**src/rtl/regfile_wb_arbiter_if.sv**
```systemverilog
// Writeback bus between the execute/LSU stages, the issue stage and the
// register file write port. The slave modport is the arbiter's view.
interface regfile_wb_arbiter_if #(
    parameter int WIDTH = 32,
    parameter int DEPTH = 32
);
    localparam int AW = $clog2(DEPTH);

    logic             stall;
    logic             alu_valid;
    logic             alu_ready;
    logic [AW-1:0]    alu_addr;
    logic [WIDTH-1:0] alu_data;
    logic             lsu_valid;
    logic             lsu_ready;
    logic [AW-1:0]    lsu_addr;
    logic [WIDTH-1:0] lsu_data;
    logic             rsv_valid;
    logic [AW-1:0]    rsv_addr;
    logic             we_0;
    logic [AW-1:0]    wr_addr0;
    logic [WIDTH-1:0] wr_din0;
    logic [DEPTH-1:0] pending_mask;
    logic             rsv_conflict;

    modport master (
        output stall, alu_valid, alu_addr, alu_data,
               lsu_valid, lsu_addr, lsu_data, rsv_valid, rsv_addr,
        input  alu_ready, lsu_ready, we_0, wr_addr0, wr_din0,
               pending_mask, rsv_conflict
    );

    modport slave (
        input  stall, alu_valid, alu_addr, alu_data,
               lsu_valid, lsu_addr, lsu_data, rsv_valid, rsv_addr,
        output alu_ready, lsu_ready, we_0, wr_addr0, wr_din0,
               pending_mask, rsv_conflict
    );
endinterface

```
**src/rtl/regfile_wb_arbiter.sv**
```systemverilog
// Round-robin arbiter sharing the register file write port between the ALU
// and the LSU, with a registered write path and a per-register pending
// scoreboard for the issue stage's hazard checks.
module regfile_wb_arbiter #(
    parameter int WIDTH = 32,
    parameter int DEPTH = 32
) (
    input logic                clk,
    input logic                rst,
    regfile_wb_arbiter_if.slave bus
);
    localparam int AW = $clog2(DEPTH);

    typedef enum logic {SRC_ALU = 1'b0, SRC_LSU = 1'b1} src_e;

    src_e             last_grant;
    logic             alu_gnt;
    logic             lsu_gnt;
    logic             xfer;
    logic [AW-1:0]    xfer_addr;
    logic [WIDTH-1:0] xfer_data;
    logic [DEPTH-1:0] mask_next;
    logic             conflict_next;

    // Grant: single requester wins outright, a tie goes to the source that
    // was not granted last; nothing is granted while stalled or in reset.
    always_comb begin
        alu_gnt = !rst && !bus.stall && bus.alu_valid &&
                  (!bus.lsu_valid || last_grant == SRC_LSU);
        lsu_gnt = !rst && !bus.stall && bus.lsu_valid &&
                  (!bus.alu_valid || last_grant == SRC_ALU);
        xfer      = alu_gnt || lsu_gnt;
        xfer_addr = alu_gnt ? bus.alu_addr : bus.lsu_addr;
        xfer_data = alu_gnt ? bus.alu_data : bus.lsu_data;
    end

    assign bus.alu_ready = alu_gnt;
    assign bus.lsu_ready = lsu_gnt;

    // Scoreboard next state: a reservation beats a same-edge writeback
    // clear, and x0 is never tracked.
    always_comb begin
        // NOTE: every combinationally assigned variable gets a default at the
        // top of the block so no path can leave it unassigned (no latches).
        mask_next = '0;
        for (int i = 1; i < DEPTH; i++) begin
            mask_next[i] = (bus.rsv_valid && bus.rsv_addr == AW'(i)) ||
                           (bus.pending_mask[i] &&
                            !(xfer && xfer_addr == AW'(i)));
        end
        conflict_next = bus.rsv_valid && (bus.rsv_addr != '0) &&
                        bus.pending_mask[bus.rsv_addr] &&
                        !(xfer && xfer_addr == bus.rsv_addr);
    end

    // Registered write port, round-robin pointer, scoreboard and conflict pulse.
    always_ff @(posedge clk or posedge rst) begin
        if (rst) begin
            bus.we_0         <= 1'b0;
            bus.wr_addr0     <= '0;
            bus.wr_din0      <= '0;
            bus.pending_mask <= '0;
            bus.rsv_conflict <= 1'b0;
            last_grant       <= SRC_LSU;
        end else begin
            // NOTE: sequential state uses non-blocking assignments so every
            // register samples pre-edge values regardless of statement order.
            bus.pending_mask <= mask_next;
            bus.rsv_conflict <= conflict_next;
            if (xfer) begin
                bus.we_0     <= (xfer_addr != '0);
                bus.wr_addr0 <= xfer_addr;
                bus.wr_din0  <= xfer_data;
                last_grant   <= alu_gnt ? SRC_ALU : SRC_LSU;
            end else begin
                bus.we_0     <= 1'b0;
            end
        end
    end
endmodule

```
**src/flat_wrapper.sv**
```systemverilog
// flat-port wrapper written by rule: the top's interface ports become plain ports
module regfile_wb_arbiter_flat 
#(
    parameter int WIDTH = 32,
    parameter int DEPTH = 32
)
  (clk, rst, bus_stall, bus_alu_valid, bus_alu_addr, bus_alu_data, bus_lsu_valid, bus_lsu_addr, bus_lsu_data, bus_rsv_valid, bus_rsv_addr, bus_alu_ready, bus_lsu_ready, bus_we_0, bus_wr_addr0, bus_wr_din0, bus_pending_mask, bus_rsv_conflict);
  regfile_wb_arbiter_if #(.WIDTH(WIDTH), .DEPTH(DEPTH)) bus_i ();
  input logic clk;
  input logic rst;
  input wire logic [$bits(bus_i.stall)-1:0] bus_stall;
  input wire logic [$bits(bus_i.alu_valid)-1:0] bus_alu_valid;
  input wire logic [$bits(bus_i.alu_addr)-1:0] bus_alu_addr;
  input wire logic [$bits(bus_i.alu_data)-1:0] bus_alu_data;
  input wire logic [$bits(bus_i.lsu_valid)-1:0] bus_lsu_valid;
  input wire logic [$bits(bus_i.lsu_addr)-1:0] bus_lsu_addr;
  input wire logic [$bits(bus_i.lsu_data)-1:0] bus_lsu_data;
  input wire logic [$bits(bus_i.rsv_valid)-1:0] bus_rsv_valid;
  input wire logic [$bits(bus_i.rsv_addr)-1:0] bus_rsv_addr;
  output wire logic [$bits(bus_i.alu_ready)-1:0] bus_alu_ready;
  output wire logic [$bits(bus_i.lsu_ready)-1:0] bus_lsu_ready;
  output wire logic [$bits(bus_i.we_0)-1:0] bus_we_0;
  output wire logic [$bits(bus_i.wr_addr0)-1:0] bus_wr_addr0;
  output wire logic [$bits(bus_i.wr_din0)-1:0] bus_wr_din0;
  output wire logic [$bits(bus_i.pending_mask)-1:0] bus_pending_mask;
  output wire logic [$bits(bus_i.rsv_conflict)-1:0] bus_rsv_conflict;
  assign bus_i.stall = bus_stall;
  assign bus_i.alu_valid = bus_alu_valid;
  assign bus_i.alu_addr = bus_alu_addr;
  assign bus_i.alu_data = bus_alu_data;
  assign bus_i.lsu_valid = bus_lsu_valid;
  assign bus_i.lsu_addr = bus_lsu_addr;
  assign bus_i.lsu_data = bus_lsu_data;
  assign bus_i.rsv_valid = bus_rsv_valid;
  assign bus_i.rsv_addr = bus_rsv_addr;
  assign bus_alu_ready = bus_i.alu_ready;
  assign bus_lsu_ready = bus_i.lsu_ready;
  assign bus_we_0 = bus_i.we_0;
  assign bus_wr_addr0 = bus_i.wr_addr0;
  assign bus_wr_din0 = bus_i.wr_din0;
  assign bus_pending_mask = bus_i.pending_mask;
  assign bus_rsv_conflict = bus_i.rsv_conflict;
  regfile_wb_arbiter #(.WIDTH(WIDTH), .DEPTH(DEPTH)) u_core (.clk(clk), .rst(rst), .bus(bus_i));
endmodule
```
**config.mk**
```make
export PLATFORM = sky130hd
export DESIGN_NAME = regfile_wb_arbiter_flat
export DESIGN_NICKNAME = d
export VERILOG_FILES = /design/src/rtl/regfile_wb_arbiter_if.sv /design/src/rtl/regfile_wb_arbiter.sv /design/src/flat_wrapper.sv
export SDC_FILE = /design/constraint.sdc
export NUM_CORES = 1
export LEC_CHECK = 0
export BUFFER_PORTS_ARGS = -buffer_cell sky130_fd_sc_hd__buf_2
export CORE_MARGIN = 1.5
export CORE_UTILIZATION = 31
export CTS_CLUSTER_SIZE = 16
export DETAILED_ROUTE_END_ITERATION = 7
export RECOVER_POWER = 25
export SYNTH_ARGS = -nofsm -noshare
export SYNTH_HDL_FRONTEND = slang
export SYNTH_SLANG_ARGS = --single-unit
```
**constraint.sdc**
```tcl
create_clock -name clk -period 3.2 [get_ports clk]
set_clock_uncertainty 0.1 [all_clocks]
set_input_delay 0.48 -clock clk [delete_from_list [all_inputs] [get_ports clk]]
set_output_delay 0.48 -clock clk [all_outputs]
set_load 0.1 [all_outputs]
```
==> reports/metrics.cfg <==
[status]
run_status=complete, but fails checks
violations=capacitance limit, slew limit

[floorplanning]
core_um2=11600
ios=158
die_area_um2=12700
die_w_um=113
num_rows=39
start_util=0.323
chipHeight_um=113

[cts]
cts_buffers=9
cts-resized-gates=0
cts_setup_buffers=0
cts_tree=yes
path_clk_slew_ps=60
root_buffer=clkbuf_16
htreeDepth=3
clock_sinks=71
clk_latency_ps=320
clockBufferDepth=2
cts_hold_buf=0

[sta]
drv_slew=72
finalSetupTns_ps=0
slew_headroom=-0.212
hold_violations=0
setup_violations=0
rsz0062_at_grt=no
max_freq_mhz=383
tightest_slew_ps=1820
min_period_ps=2610
period_share=0.817

[global_route]
grt_max_degree=72
grt_first_pass_wirelength_mm=19.4
grt_antenna_before_repair=0
overflow=0
track_usage=0.192
grt_pass1_vias=3797

[setup_path]
worst_setup_path_start_kind=flip-flop
critPathLaunch=u_core.last_grant
r2r_start=u_core.last_grant
worstRegToRegCells=6
cp-end-kind=output pin
r2r-end=u_core.bus.pending_mask[30]
crit_arrival_ps=2030
r2r_slack_ps=650
path_class=reg -> out
endpoint=bus_alu_ready
cp_max_fo=25
cp_data_required_time_ps=2620

[job]
cap_violations=1

[final_layout]
layout.cells.non_filler=714
ff_latch_area_um2=1780
nNetsFinal=652
nFillCells=1200
finish.utilization=0.423
syn_to_final_growth_pct=31.1
drive_gt1_frac=0.329
diodes=0
multi_input_area_um2=1770

[yosys]
netlist.area_leader.share=0.469
synth_flop_cell=dfrtp_1
synth-edff-count=0
synthTopCellsByArea=dfrtp_1 (47%), nand2_1 (8.4%), a31oi_1 (6.5%)
seq_area_frac_synth=0.476
syn_nets=507
ys_async_sr_fraction=1.00
synthCells=422
synth_seq_cells=71
syn_avg_cell_area_um2=8.85
synth_area_um2=3730
yosys.area.top_type=dfrtp_1
ys_warn_count=0
synth.distinct_cells=49

[drt]
drt_iter0_drc=257
drc=0
ant_nets=0
dr_total_vias=3782
viasPerCell=5.30
detail_route.wl_per_cell_um=17.2
first_pass_iters=5
routed_wl_mm=12.3

[pwr]
leakagePower_nw=2.25
powerDensity_nw_per_um2=872
peakVddDrop_mv=0.357
finalPower_mw=4.27

[placement]
place_hpwl_mm=9.06
place_inst=699
io_buffers=156
finalWeightedCongestion=0.878

[worst_hold_path]
holdPathStages=3
worstHoldPathType=in -> reg

-- sequential cells by signal (all words and copies together), names as in the netlist --
name / flops
u_core.bus.wr_addr0: 5
u_core.bus.we_0: 1
u_core.last_grant: 1
u_core.bus.pending_mask: 31
u_core.bus.rsv_conflict: 1
u_core.bus.wr_din0: 32
-- worst min-delay path by stage --
stage / slack, ps / end / startpoint
detailed placement: 380 / u_core.bus.wr_addr0[3] / u_core.bus.wr_addr0[3]
floorplan: 370 / u_core.last_grant / u_core.last_grant
global route: 300 / u_core.bus.wr_din0[5] / bus_lsu_data[5]
global placement: 370 / u_core.bus.wr_addr0[3] / u_core.bus.wr_addr0[3]
CTS: 290 / u_core.bus.wr_din0[5] / bus_lsu_data[5]
finish: 290 / u_core.bus.wr_din0[2] / bus_alu_data[2]
-- kinds of logic (layout without fill, tap and decap cells) --
logic type / after synthesis / after routing / synth area share
AND/OR/NAND/NOR: 166 / 166 / 0.202
other: 1 / 1 / 0.00100
XOR/XNOR: 2 / 2 / 0.00469
flip-flops: 71 / 71 / 0.476
buffers and inverters: 36 / 185 / 0.0482
multiplexers: 18 / 18 / 0.0496
AO/OA/AOI/OAI: 128 / 128 / 0.219
-- metrics by stage --
| stage | hold WS (ps) | setup slack, ps | instance area [um^2] |
|---|---|---|---|
| after floorplan | 370 | 449 | 3730 |
| after global placement | 369 | 638 | 4610 |
| after detailed placement | 381 | 515 | 4610 |
| after CTS | 287 | 556 | 4900 |
| after global routing | 303 | 407 | 4890 |
| final | 294 | 586 | 4890 |
-- cell type report --
type	instances	share of cell area
Clock buffer	12	0.0524
Clock inverter	3	0.00869
Inverter	8	0.00613
Multi-Input combinational cell	315	0.362
Sequential cell	71	0.363
Tap cell	143	0.0366
Timing Repair Buffer	162	0.171
-- Yosys cell counts (2+ instances only) --
| master | number |
|---|---|
| nor3_1 | 4 |
| clkbuf_1 | 9 |
| a31oi_2 | 2 |
| and3_1 | 2 |
| nand3b_1 | 2 |
| nor2_1 | 42 |
| nor2b_1 | 8 |
| inv_1 | 7 |
| o31ai_1 | 24 |
| o21ai_0 | 40 |
| a211oi_1 | 3 |
| nor4_1 | 2 |
| mux2i_1 | 16 |
| buf_1 | 2 |
| a31oi_1 | 39 |
| nand4b_1 | 2 |
| a22oi_1 | 3 |
| nand2b_1 | 3 |
| o21a_1 | 2 |
| dfrtp_1 | 70 |
| buf_6 | 3 |
| buf_2 | 12 |
| o21ai_1 | 3 |
| nand3_1 | 5 |
| a21oi_1 | 5 |
| buf_4 | 2 |
| nand2_1 | 84 |
| nor3b_1 | 3 |
| nand4_1 | 3 |
-- worst max-delay path, cell delays in order, from the launching register on --
cell	delay [ps]
dfstp_2	550
nand2b_4	130
nand3_4	260
inv_1	500
buf_12	250
-- metal layers --
metal,vias to the layer above,share of wire,track usage
met5,-,0,0
met4,0,0.019,0.0675
met2,149,0.48,0.311
li1,1797,-,-
met1,1815,0.43,0.247
met3,21,0.076,0.0562
-- cells in the final DEF, fill, tap and decap left out, drive strengths merged, types with 3 or more instances in the layout --
master | netlist | layout
nor3b | 4 | 4
a21oi | 5 | 5
nor2 | 43 | 43
o21ai | 43 | 43
a22oi | 3 | 3
nand2 | 84 | 84
inv | 8 | 8
nand4 | 3 | 3
nor3 | 4 | 4
nand2b | 4 | 4
mux2i | 17 | 17
clkbuf | 9 | 13
nor2b | 8 | 8
buf | 19 | 161
o31ai | 24 | 24
nand3 | 6 | 6
a31oi | 41 | 41
dfrtp | 70 | 70
a211oi | 3 | 3
-- power breakdown --
group	leakage (nW)	internal [mW]	switching (mW)
logic	1.30	0.321	1.72
registers	0.812	1.09	0.134
clock network	0.145	0.641	0.371
total	2.25	2.05	2.22
Note: power is estimated with default switching activity, not from simulation.
